## config.mk

```make
export PLATFORM = sky130hd
export DESIGN_NAME = vga_sync_receiver
export DESIGN_NICKNAME = d
export VERILOG_FILES = /design/src/rtl/vga_sync_receiver.sv
export SDC_FILE = /design/constraint.sdc
export NUM_CORES = 1
export LEC_CHECK = 0
export ABC_CLOCK_PERIOD_IN_PS = 4500
export CAP_MARGIN = 10
export CELL_PAD_IN_SITES_DETAIL_PLACEMENT = 0
export CELL_PAD_IN_SITES_GLOBAL_PLACEMENT = 1
export CORE_ASPECT_RATIO = 1.25
export CORE_MARGIN = 2
export CORE_UTILIZATION = 35
export CTS_BUF_LIST = sky130_fd_sc_hd__clkbuf_2 sky130_fd_sc_hd__clkbuf_4 sky130_fd_sc_hd__clkbuf_8
export DETAILED_ROUTE_END_ITERATION = 8
export PLACE_DENSITY = 0.62
export SLEW_MARGIN = 20
export SYNTH_ARGS = -nofsm -noshare
export SYNTH_HDL_FRONTEND = slang
export SYNTH_SLANG_ARGS = --single-unit
export TNS_END_PERCENT = 100
```

## constraint.sdc

```tcl
create_clock -name clk -period 4.5 [get_ports clk]
set_input_delay 0.9 -clock clk [delete_from_list [all_inputs] [get_ports clk]]
set_output_delay 0.9 -clock clk [all_outputs]
set_load 0.02 [all_outputs]
```

## src/rtl/vga_sync_receiver.sv

```systemverilog
// VGA sink: synchronizes hsync/vsync, recovers pixel coordinates and data enable,
// measures line/frame timing and declares lock against the configured video timing.
module vga_sync_receiver #(
    parameter int unsigned H_TOTAL  = 800,
    parameter int unsigned H_SYNC   = 96,
    parameter int unsigned H_BP     = 48,
    parameter int unsigned H_ACTIVE = 640,
    parameter int unsigned V_TOTAL  = 525,
    parameter int unsigned V_SYNC   = 2,
    parameter int unsigned V_BP     = 33,
    parameter int unsigned V_ACTIVE = 480
) (
    input  logic        clk,
    input  logic        rst_n,
    input  logic        hsync_in,
    input  logic        vsync_in,
    input  logic [23:0] rgb_in,
    output logic [9:0]  pixel_x,
    output logic [9:0]  pixel_y,
    output logic        de,
    output logic [23:0] rgb_out,
    output logic        frame_start,
    output logic        locked,
    output logic [11:0] line_len,
    output logic [10:0] frame_lines,
    output logic [7:0]  err_count
);

    // state      | meaning
    // ST_SEARCH  | waiting for the first vsync fall, no timing checks
    // ST_MEASURE | checking line lengths over one full frame
    // ST_LOCKED  | timing matches, data enable active
    typedef enum logic [1:0] {
        ST_SEARCH  = 2'd0,
        ST_MEASURE = 2'd1,
        ST_LOCKED  = 2'd2
    } state_t;

    localparam logic [12:0] H_TOTAL_L = 13'(H_TOTAL);
    localparam logic [11:0] V_TOTAL_L = 12'(V_TOTAL);
    localparam logic [11:0] TIMEOUT_L = 12'(2 * H_TOTAL);
    localparam logic [11:0] H_START_L = 12'(H_SYNC + H_BP);
    localparam logic [11:0] H_END_L   = 12'(H_SYNC + H_BP + H_ACTIVE);
    localparam logic [10:0] V_START_L = 11'(V_SYNC + V_BP);
    localparam logic [10:0] V_END_L   = 11'(V_SYNC + V_BP + V_ACTIVE);

    logic        hs_s1_q, hs_s2_q, hs_s3_q;
    logic        vs_s1_q, vs_s2_q, vs_s3_q;
    logic [23:0] rgb_p1_q, rgb_p2_q, rgb_p3_q;

    state_t      state_q, state_d;
    logic        bad_q, bad_d;
    logic [11:0] h_cnt_q, h_cnt_d;
    logic [10:0] v_cnt_q, v_cnt_d;
    logic [11:0] line_len_q, line_len_d;
    logic [10:0] frame_lines_q, frame_lines_d;
    logic [7:0]  err_q, err_d;

    logic [9:0]  pixel_x_q, pixel_y_q, pixel_x_d, pixel_y_d;
    logic        de_q, de_d, frame_start_q, frame_start_d, locked_q;
    logic [23:0] rgb_out_q;
    logic [11:0] line_len_o_q;
    logic [10:0] frame_lines_o_q;
    logic [7:0]  err_o_q;

    logic        hfall, vfall, checking, line_err, frame_err, timeout;
    logic [12:0] h_inc;
    logic [11:0] v_inc;
    logic        h_vis, v_vis;

    assign hfall    = hs_s3_q & ~hs_s2_q;
    assign vfall    = vs_s3_q & ~vs_s2_q;
    assign h_inc    = {1'b0, h_cnt_q} + 13'd1;
    assign v_inc    = {1'b0, v_cnt_q} + 12'd1;
    assign checking = (state_q != ST_SEARCH);

    always_comb begin
        h_cnt_d       = hfall ? 12'd0 : ((h_cnt_q == 12'hFFF) ? h_cnt_q : h_inc[11:0]);
        v_cnt_d       = v_cnt_q;
        if (vfall) begin
            v_cnt_d = 11'd0;
        end else if (hfall && v_cnt_q != 11'h7FF) begin
            v_cnt_d = v_inc[10:0];
        end
        line_len_d    = hfall ? h_inc[11:0] : line_len_q;
        frame_lines_d = vfall ? v_inc[10:0] : frame_lines_q;

        line_err  = hfall && checking && (h_inc != H_TOTAL_L);
        frame_err = vfall && (state_q == ST_LOCKED) && (v_inc != V_TOTAL_L);
        // h_cnt saturates, so this compare can only match once per stall
        timeout   = checking && (h_cnt_d == TIMEOUT_L);

        err_d = err_q;
        if ((line_err || frame_err || timeout) && err_q != 8'hFF) begin
            err_d = err_q + 8'd1;
        end

        state_d = state_q;
        bad_d   = bad_q;
        case (state_q)
            ST_SEARCH: begin
                if (vfall) begin
                    state_d = ST_MEASURE;
                    bad_d   = 1'b0;
                end
            end
            ST_MEASURE: begin
                if (timeout) begin
                    state_d = ST_SEARCH;
                    bad_d   = 1'b0;
                end else begin
                    if (line_err) bad_d = 1'b1;
                    if (vfall) begin
                        if (!(bad_q || line_err) && v_inc == V_TOTAL_L) state_d = ST_LOCKED;
                        bad_d = 1'b0;
                    end
                end
            end
            ST_LOCKED: begin
                if (timeout) begin
                    state_d = ST_SEARCH;
                end else if (line_err || frame_err) begin
                    state_d = ST_MEASURE;
                end
                bad_d = 1'b0;
            end
            default: begin
                state_d = ST_SEARCH;
                bad_d   = 1'b0;
            end
        endcase
    end

    always_comb begin
        h_vis         = (h_cnt_q >= H_START_L) && (h_cnt_q < H_END_L);
        v_vis         = (v_cnt_q >= V_START_L) && (v_cnt_q < V_END_L);
        de_d          = (state_q == ST_LOCKED) && h_vis && v_vis;
        pixel_x_d     = de_d ? 10'(h_cnt_q - H_START_L) : 10'd0;
        pixel_y_d     = de_d ? 10'(v_cnt_q - V_START_L) : 10'd0;
        frame_start_d = de_d && (pixel_x_d == 10'd0) && (pixel_y_d == 10'd0);
    end

    // Sync registers reset high so reset release never looks like a sync fall.
    always_ff @(posedge clk or negedge rst_n) begin
        if (!rst_n) begin
            hs_s1_q       <= 1'b1;
            hs_s2_q       <= 1'b1;
            hs_s3_q       <= 1'b1;
            vs_s1_q       <= 1'b1;
            vs_s2_q       <= 1'b1;
            vs_s3_q       <= 1'b1;
            state_q       <= ST_SEARCH;
            bad_q         <= 1'b0;
            h_cnt_q       <= '0;
            v_cnt_q       <= '0;
            line_len_q    <= '0;
            frame_lines_q <= '0;
            err_q         <= '0;
        end else begin
            hs_s1_q       <= hsync_in;
            hs_s2_q       <= hs_s1_q;
            hs_s3_q       <= hs_s2_q;
            vs_s1_q       <= vsync_in;
            vs_s2_q       <= vs_s1_q;
            vs_s3_q       <= vs_s2_q;
            state_q       <= state_d;
            bad_q         <= bad_d;
            h_cnt_q       <= h_cnt_d;
            v_cnt_q       <= v_cnt_d;
            line_len_q    <= line_len_d;
            frame_lines_q <= frame_lines_d;
            err_q         <= err_d;
        end
    end

    // rgb travels four ranks to stay aligned with the sync -> count -> output path.
    always_ff @(posedge clk or negedge rst_n) begin
        if (!rst_n) begin
            rgb_p1_q        <= '0;
            rgb_p2_q        <= '0;
            rgb_p3_q        <= '0;
            rgb_out_q       <= '0;
            pixel_x_q       <= '0;
            pixel_y_q       <= '0;
            de_q            <= 1'b0;
            frame_start_q   <= 1'b0;
            locked_q        <= 1'b0;
            line_len_o_q    <= '0;
            frame_lines_o_q <= '0;
            err_o_q         <= '0;
        end else begin
            rgb_p1_q        <= rgb_in;
            rgb_p2_q        <= rgb_p1_q;
            rgb_p3_q        <= rgb_p2_q;
            rgb_out_q       <= rgb_p3_q;
            pixel_x_q       <= pixel_x_d;
            pixel_y_q       <= pixel_y_d;
            de_q            <= de_d;
            frame_start_q   <= frame_start_d;
            locked_q        <= (state_q == ST_LOCKED);
            line_len_o_q    <= line_len_q;
            frame_lines_o_q <= frame_lines_q;
            err_o_q         <= err_q;
        end
    end

    assign pixel_x     = pixel_x_q;
    assign pixel_y     = pixel_y_q;
    assign de          = de_q;
    assign rgb_out     = rgb_out_q;
    assign frame_start = frame_start_q;
    assign locked      = locked_q;
    assign line_len    = line_len_o_q;
    assign frame_lines = frame_lines_o_q;
    assign err_count   = err_o_q;

endmodule

```

# Yosys cells after proc, flatten, opt, wreduce, memory -nomap -nowiden
# Cells that the tools add are included.
dict set report op_classes {
  add_sub_neg 5
  order_cmp 4
  n_eq_ne 14
  mux 18
  n_bitwise 4
  n_reduce_logical 25
}
# op n
set op_table {}
lappend op_table {{2-to-1 mux 12 bit} 2}
lappend op_table {{2-to-1 mux 11 bit} 2}
lappend op_table {{zero test 10 bit} 2}
lappend op_table {{2-to-1 mux 10 bit} 2}
lappend op_table {{logical AND 1 bit} 14}
lappend op_table {{adder 12 x 1 -> 13 bit, second input constant} 1}
lappend op_table {{!= test 13 x 10 -> 1 bit, second input constant} 1}
lappend op_table {{adder 11 x 1 -> 12 bit, second input constant} 1}
lappend op_table {{== test 12 x 10 -> 1 bit, second input constant} 1}
lappend op_table {{== test 12 x 11 -> 1 bit, second input constant} 1}
lappend op_table {{== test 12 bit, second input constant} 1}
lappend op_table {{>= comparator 12 x 8 -> 1 bit, second input constant} 1}
lappend op_table {{less-than comparator 12 x 10 -> 1 bit, second input constant} 1}
lappend op_table {{2-to-1 mux 2 bit} 6}
lappend op_table {{!= test 12 x 10 -> 1 bit, second input constant} 1}
lappend op_table {{>= comparator 11 x 6 -> 1 bit, second input constant} 1}
lappend op_table {{less-than comparator 11 x 10 -> 1 bit, second input constant} 1}
lappend op_table {{!= test 11 bit, second input constant} 1}
lappend op_table {{subtractor 10 x 6 -> 10 bit, second input constant} 1}
lappend op_table {{subtractor 10 x 8 -> 10 bit, second input constant} 1}
lappend op_table {{adder 8 x 1 -> 8 bit, second input constant} 1}
lappend op_table {{!= test 8 bit, second input constant} 1}
lappend op_table {{!= test 3 bit, second input constant} 2}
lappend op_table {{case mux 2 bit (3 select lines)} 1}
lappend op_table {{15 further kinds} 23}
dict set report totals {
  ff_bits 213
  inputBits 28
  output_inout_bits 78
  word_cells 95
}

# Depth between registers and ports, before layout
dict set report logic_depth {
  ltp_word 11
  ltp_mapped 10
}

# Worst setup path before layout
# Ideal clock, no wire load.
dict set report synth_path {
  kind {register to register}
  start {register h_cnt_q[0]}
  end {register err_q[1]}
  arrival_time_ns 2.563
  required_time_ns 4.375
  setup_slack_ns 1.812
  path_stages_with_launch 10
  path_buffers 0
  synth_period_minus_slack_ns 2.688
  cell_sequence {dfrtp_1 inv_1 ha_1 or3b_1 a211oi_2 nand3_1 a2111oi_4 a21oi_4 a21oi_2 mux2_4}
}
dict set report synth_between {
  elab_chain_cells 7
}
# item line_no
set synth_rtl {}
lappend synth_rtl {{start, declared} 53} ;# logic [11:0] h_cnt_q, h_cnt_d;
lappend synth_rtl {{start signal, assigned} 168} ;# h_cnt_q <= h_cnt_d;
lappend synth_rtl {{adder 12 x 1 -> 13 bit *} 73} ;# assign h_inc = {1'b0, h_cnt_q} + 13'd1;
lappend synth_rtl {{via h_inc[0]} 67} ;# logic [12:0] h_inc;
lappend synth_rtl {{2-to-1 mux 12 bit (2 in series)} 78} ;# h_cnt_d = hfall ? 12'd0 : ((h_cnt_q == 12'hFFF) ? h_cnt_q : h_inc[11:0]);
lappend synth_rtl {{== test 12 x 11 -> 1 bit} 91} ;# timeout = checking && (h_cnt_d == TIMEOUT_L);
lappend synth_rtl {{logical AND 1 bit} 91}
lappend synth_rtl {{logical OR 1 bit *} 94} ;# if ((line_err || frame_err || timeout) && err_q != 8'hFF) begin
lappend synth_rtl {{logical AND 1 bit *} 94}
lappend synth_rtl {{end signal, assigned} 172} ;# err_q <= err_d;
lappend synth_rtl {{end, declared} 57} ;# logic [7:0] err_q, err_d;
# Mark *: on every way through the listed nets, which the timed path passes. The rest lies on a longest branch.
# A chain may end at the register's enable or synchronous reset.

# Worst setup path in the final report
dict set report layout_path {
  start {register h_cnt_q[0]}
  end {register err_q[6]}
}
# The elaborated chain is that of the path after synthesis.

==> results.md <==
- ANT cells: 0
- Routed WL per cell: roughly 16 um
- Remaining global-route overflow: 0
- Total GRT Usage: ~15%
- Area of the die: 23100 um^2
- Synth warn: 0
- Endpoint class of the critical path: register
- Die Span Y: around 170 um
- Psw: 1.15 mW
- CP cell instances: inv_1, ha_1, or3b_1, a211oi_2, nand3_1, a2111oi_4, a21oi_4, a21oi_1, mux2_1
- Fin crit period: ~3 ns
- H-tree depth: 2
- DR iter-0 viols: about 220
- Power consumption: between 4 and 5 mW
- Area leader, netlist: dfrtp_1
- Sw Ratio: approximately a quarter
- Fin cells: 1010
- Final ANT Viol Nets: 0
- Cell Area, Synth: 7670 um^2
- Post-Syn Nets: between 600 and 700
- Critical hold path startpoint: rgb_p2_q[19]
- Post-DP Area: 8980 um^2
- Initial antenna violation count: 0
- Worst Hold Endpoint: rgb_p3_q[19]
- Hold Path Depth: 0
- Cts repair resizes: 0
- Total core area: ~22000 um^2
- Gate power share: between 10% and 20%
- IO buf count: roughly 110
- Post-route cell area: roughly 9800 um^2
- Sink Count: 213
- R2r startpoint: h_cnt_q[0]
- TritonCTS Buffers: 37
- Clk_skew: ~0.017 ns
- Clock share of power: about two fifths
- CP Class: register to register
- # placed instances: 949
- Crit path required time: 4.90 ns
- Clk root buf: clkbuf_8
- Setup crit start: h_cnt_q[0]
- Post-CTS Setup Inserts: 0
- Largest net degree at the start of global routing: 102
- Io pins: 106
- Yosys cell types: between 60 and 70
- Worst setup SP type: register
- Final hold slack: between 0.3 and 0.4 ns
- Worst Hold Class: register to register
- Int Power: about 3.5 mW
- Fin. Hold Viols: 0
- Post-synth ARST share: 100%
- Arrival @ worst endpoint: about 3.4 ns
- Die width: ~140 um
- Worst Tran Pin Value: slightly below 0.9 ns
- CP max stage cell: dfrtp_1
- CTS Buffer Depth: 3
- Commonest cells in the synthesized netlist: dfrtp_1, nand2_1, nor2_1
- Area contributors post-synth: dfrtp_1, xnor2_1, nand2_1
- Sequential share of power: between 40% and 50%
- CP max FO: 8
- # rows: 60
- Layout cells sized above 1: a little over an eighth
- FF-to-FF path depth: 9
- Reg-to-reg endpoint: err_q[6]
- Fmax: around 330 MHz
- Period utilization: between 60% and 70%
- VDD IR max: roughly 0.22 mV
- Area delta synth->final: 27.9%
- Clock latency on the worst-skew pair: about 0.52 ns
- Rel. slew slack: 41.2%
- Number of global-route vias before repair: 4942
- Nets: 746
- Vias: around 4800
- Routed WL: 16400 um
- RSZ-0062 raised after global routing: no
- DR vias/cell: approximately 4.8
- Post-synth EDFFs: 0
- Drt pass-1 iters: 5
- Final setup fails: 0
- Prevailing post-synth register cell: dfrtp_1
- Pins Over Slew Limit: 0
- GPL Wtd Cong: 0.850
- Max-Cap Viols: 0
- Placed wire-length estimate: around 11000 um
- Sequential share of the synthesized area: approximately 70%
- Yosys reg bits: roughly 210
- DRC Markers: 0
- First-pass GRT wire length: between 20000 and 30000 um
- Status: finished, final reports clean
- CTS tree: done
- Leak: 4.26 nW
- TNS Setup: 0 ns
- Post-Synthesis Cells: roughly 600
- Clock transition at path regs: about 0.06 ns
- Power Dens Cells: between 400 and 500 nW/um^2
- Synth top area share: 67.5%
- Max incr delay on CP: 0.49 ns
- Count leader, synth: dfrtp_1
- Mapped Avg Cell Area: ~13 um^2
- Worst R2R Setup Slack: between 1.5 and 2 ns
- Post-CTS Hold Buffers: 0
- Starting Density: 35.6%
cell usage in the layout (no fill, tap or decap), drive strengths merged, types with 5 or more instances in the layout:
cell | netlist | final
nand4 | 13 | 13
ha | 9 | 9
clkbuf | 12 | 52
dfrtp | 207 | 207
dfstp | 6 | 6
nand2b | 11 | 11
nor2b | 7 | 7
buf | 16 | 5
a31oi | 5 | 5
xor2 | 18 | 18
xnor2 | 23 | 23
and2 | 5 | 5
clkdlybuf4s50 | 0 | 104
nor2 | 48 | 48
and4 | 6 | 6
nand3 | 15 | 15
a21oi | 23 | 23
o21ai | 30 | 30
inv | 13 | 14
nor3 | 10 | 10
and3 | 5 | 5
bufinv | 0 | 5
nand2 | 53 | 53
routing by layer:
metal  GRT usage [%]  up-vias  routed length, um
met4            6.16        0                397
met3            3.64       32               1040
met5               0        -                  0
met1            18.4     2394               6950
li1                -     2234                  -
met2            23.9      142               8020
metrics by stage:
stage	worst slack, ns	util (%)
2_1_floorplan	1.81	-
3_3_place_gp	1.61	41.7
3_5_place_dp	1.51	41.7
4_1_cts	1.50	45.5
5_1_grt	1.26	45.5
6_report	1.50	45.5
logic make-up (layout without fill, tap and decap cells):
kind of cell / Yosys count / in the layout / share of synthesized area [%]
AO/OA/AOI/OAI: 86 / 86 / 7.90
XOR/XNOR: 41 / 41 / 4.68
adder cells (fa/ha/maj): 9 / 9 / 1.47
buffers and inverters: 41 / 184 / 2.53
flip-flops: 213 / 213 / 69.6
multiplexers: 6 / 6 / 0.897
AND/OR/NAND/NOR: 192 / 192 / 12.9
flip-flops by register name, indices dropped and copies added, names as in the netlist, 2 cells and up:
name and cells:
rgb_p1_q 24, pixel_x 10, frame_lines_q 11, rgb_out 24, line_len 12, h_cnt_q 12
err_count 8, state_q 2, pixel_y 10, err_q 8, rgb_p2_q 24, frame_lines 11
line_len_q 12, v_cnt_q 11, rgb_p3_q 24
worst max-delay path by stage:
stage / end / slack [ns] / cells past startpoint
finish: err_q[6] / 1.50 / 9
floorplan: err_q[1] / 1.81 / 9
global placement: err_q[6] / 1.61 / 9
global route: err_q[6] / 1.26 / 8
detailed placement: err_q[6] / 1.51 / 9
CTS: err_q[1] / 1.50 / 9
worst max-delay path: cells and delay by family (launching register included):
| family | cells | cell delay, ns |
|---|---|---|
| DFF | 1 | 0.49 |
| AOI/OAI and AO/OA | 4 | 1.03 |
| and+or+nand+nor | 2 | 0.53 |
| adders and majority gates | 1 | 0.35 |
| muxes | 1 | 0.34 |
| buffers and inverters | 1 | 0.13 |
area by class of cell:
| class | count | area, um^2 |
|---|---|---|
| Timing Repair Buffer | 110 | 1100 |
| Inverter | 13 | 48.8 |
| Fill cell | 1900 | 11700 |
| Clock buffer | 51 | 646 |
| Multi-Input combinational cell | 334 | 2140 |
| Tap cell | 279 | 349 |
| Sequential cell | 213 | 5340 |
| Clock inverter | 10 | 184 |
power by group through the flow:
stage               combinational (mW)  clock [mW]  sequential (mW)
global route                     0.560        2.13             2.23
finish                           0.513        1.95             2.20
floorplan                        0.233           0             2.25
global placement                 0.511           0             2.23
detailed placement               0.521           0             2.23
CTS                              0.524        2.03             2.20
Note: power is estimated with default switching activity, not from simulation.
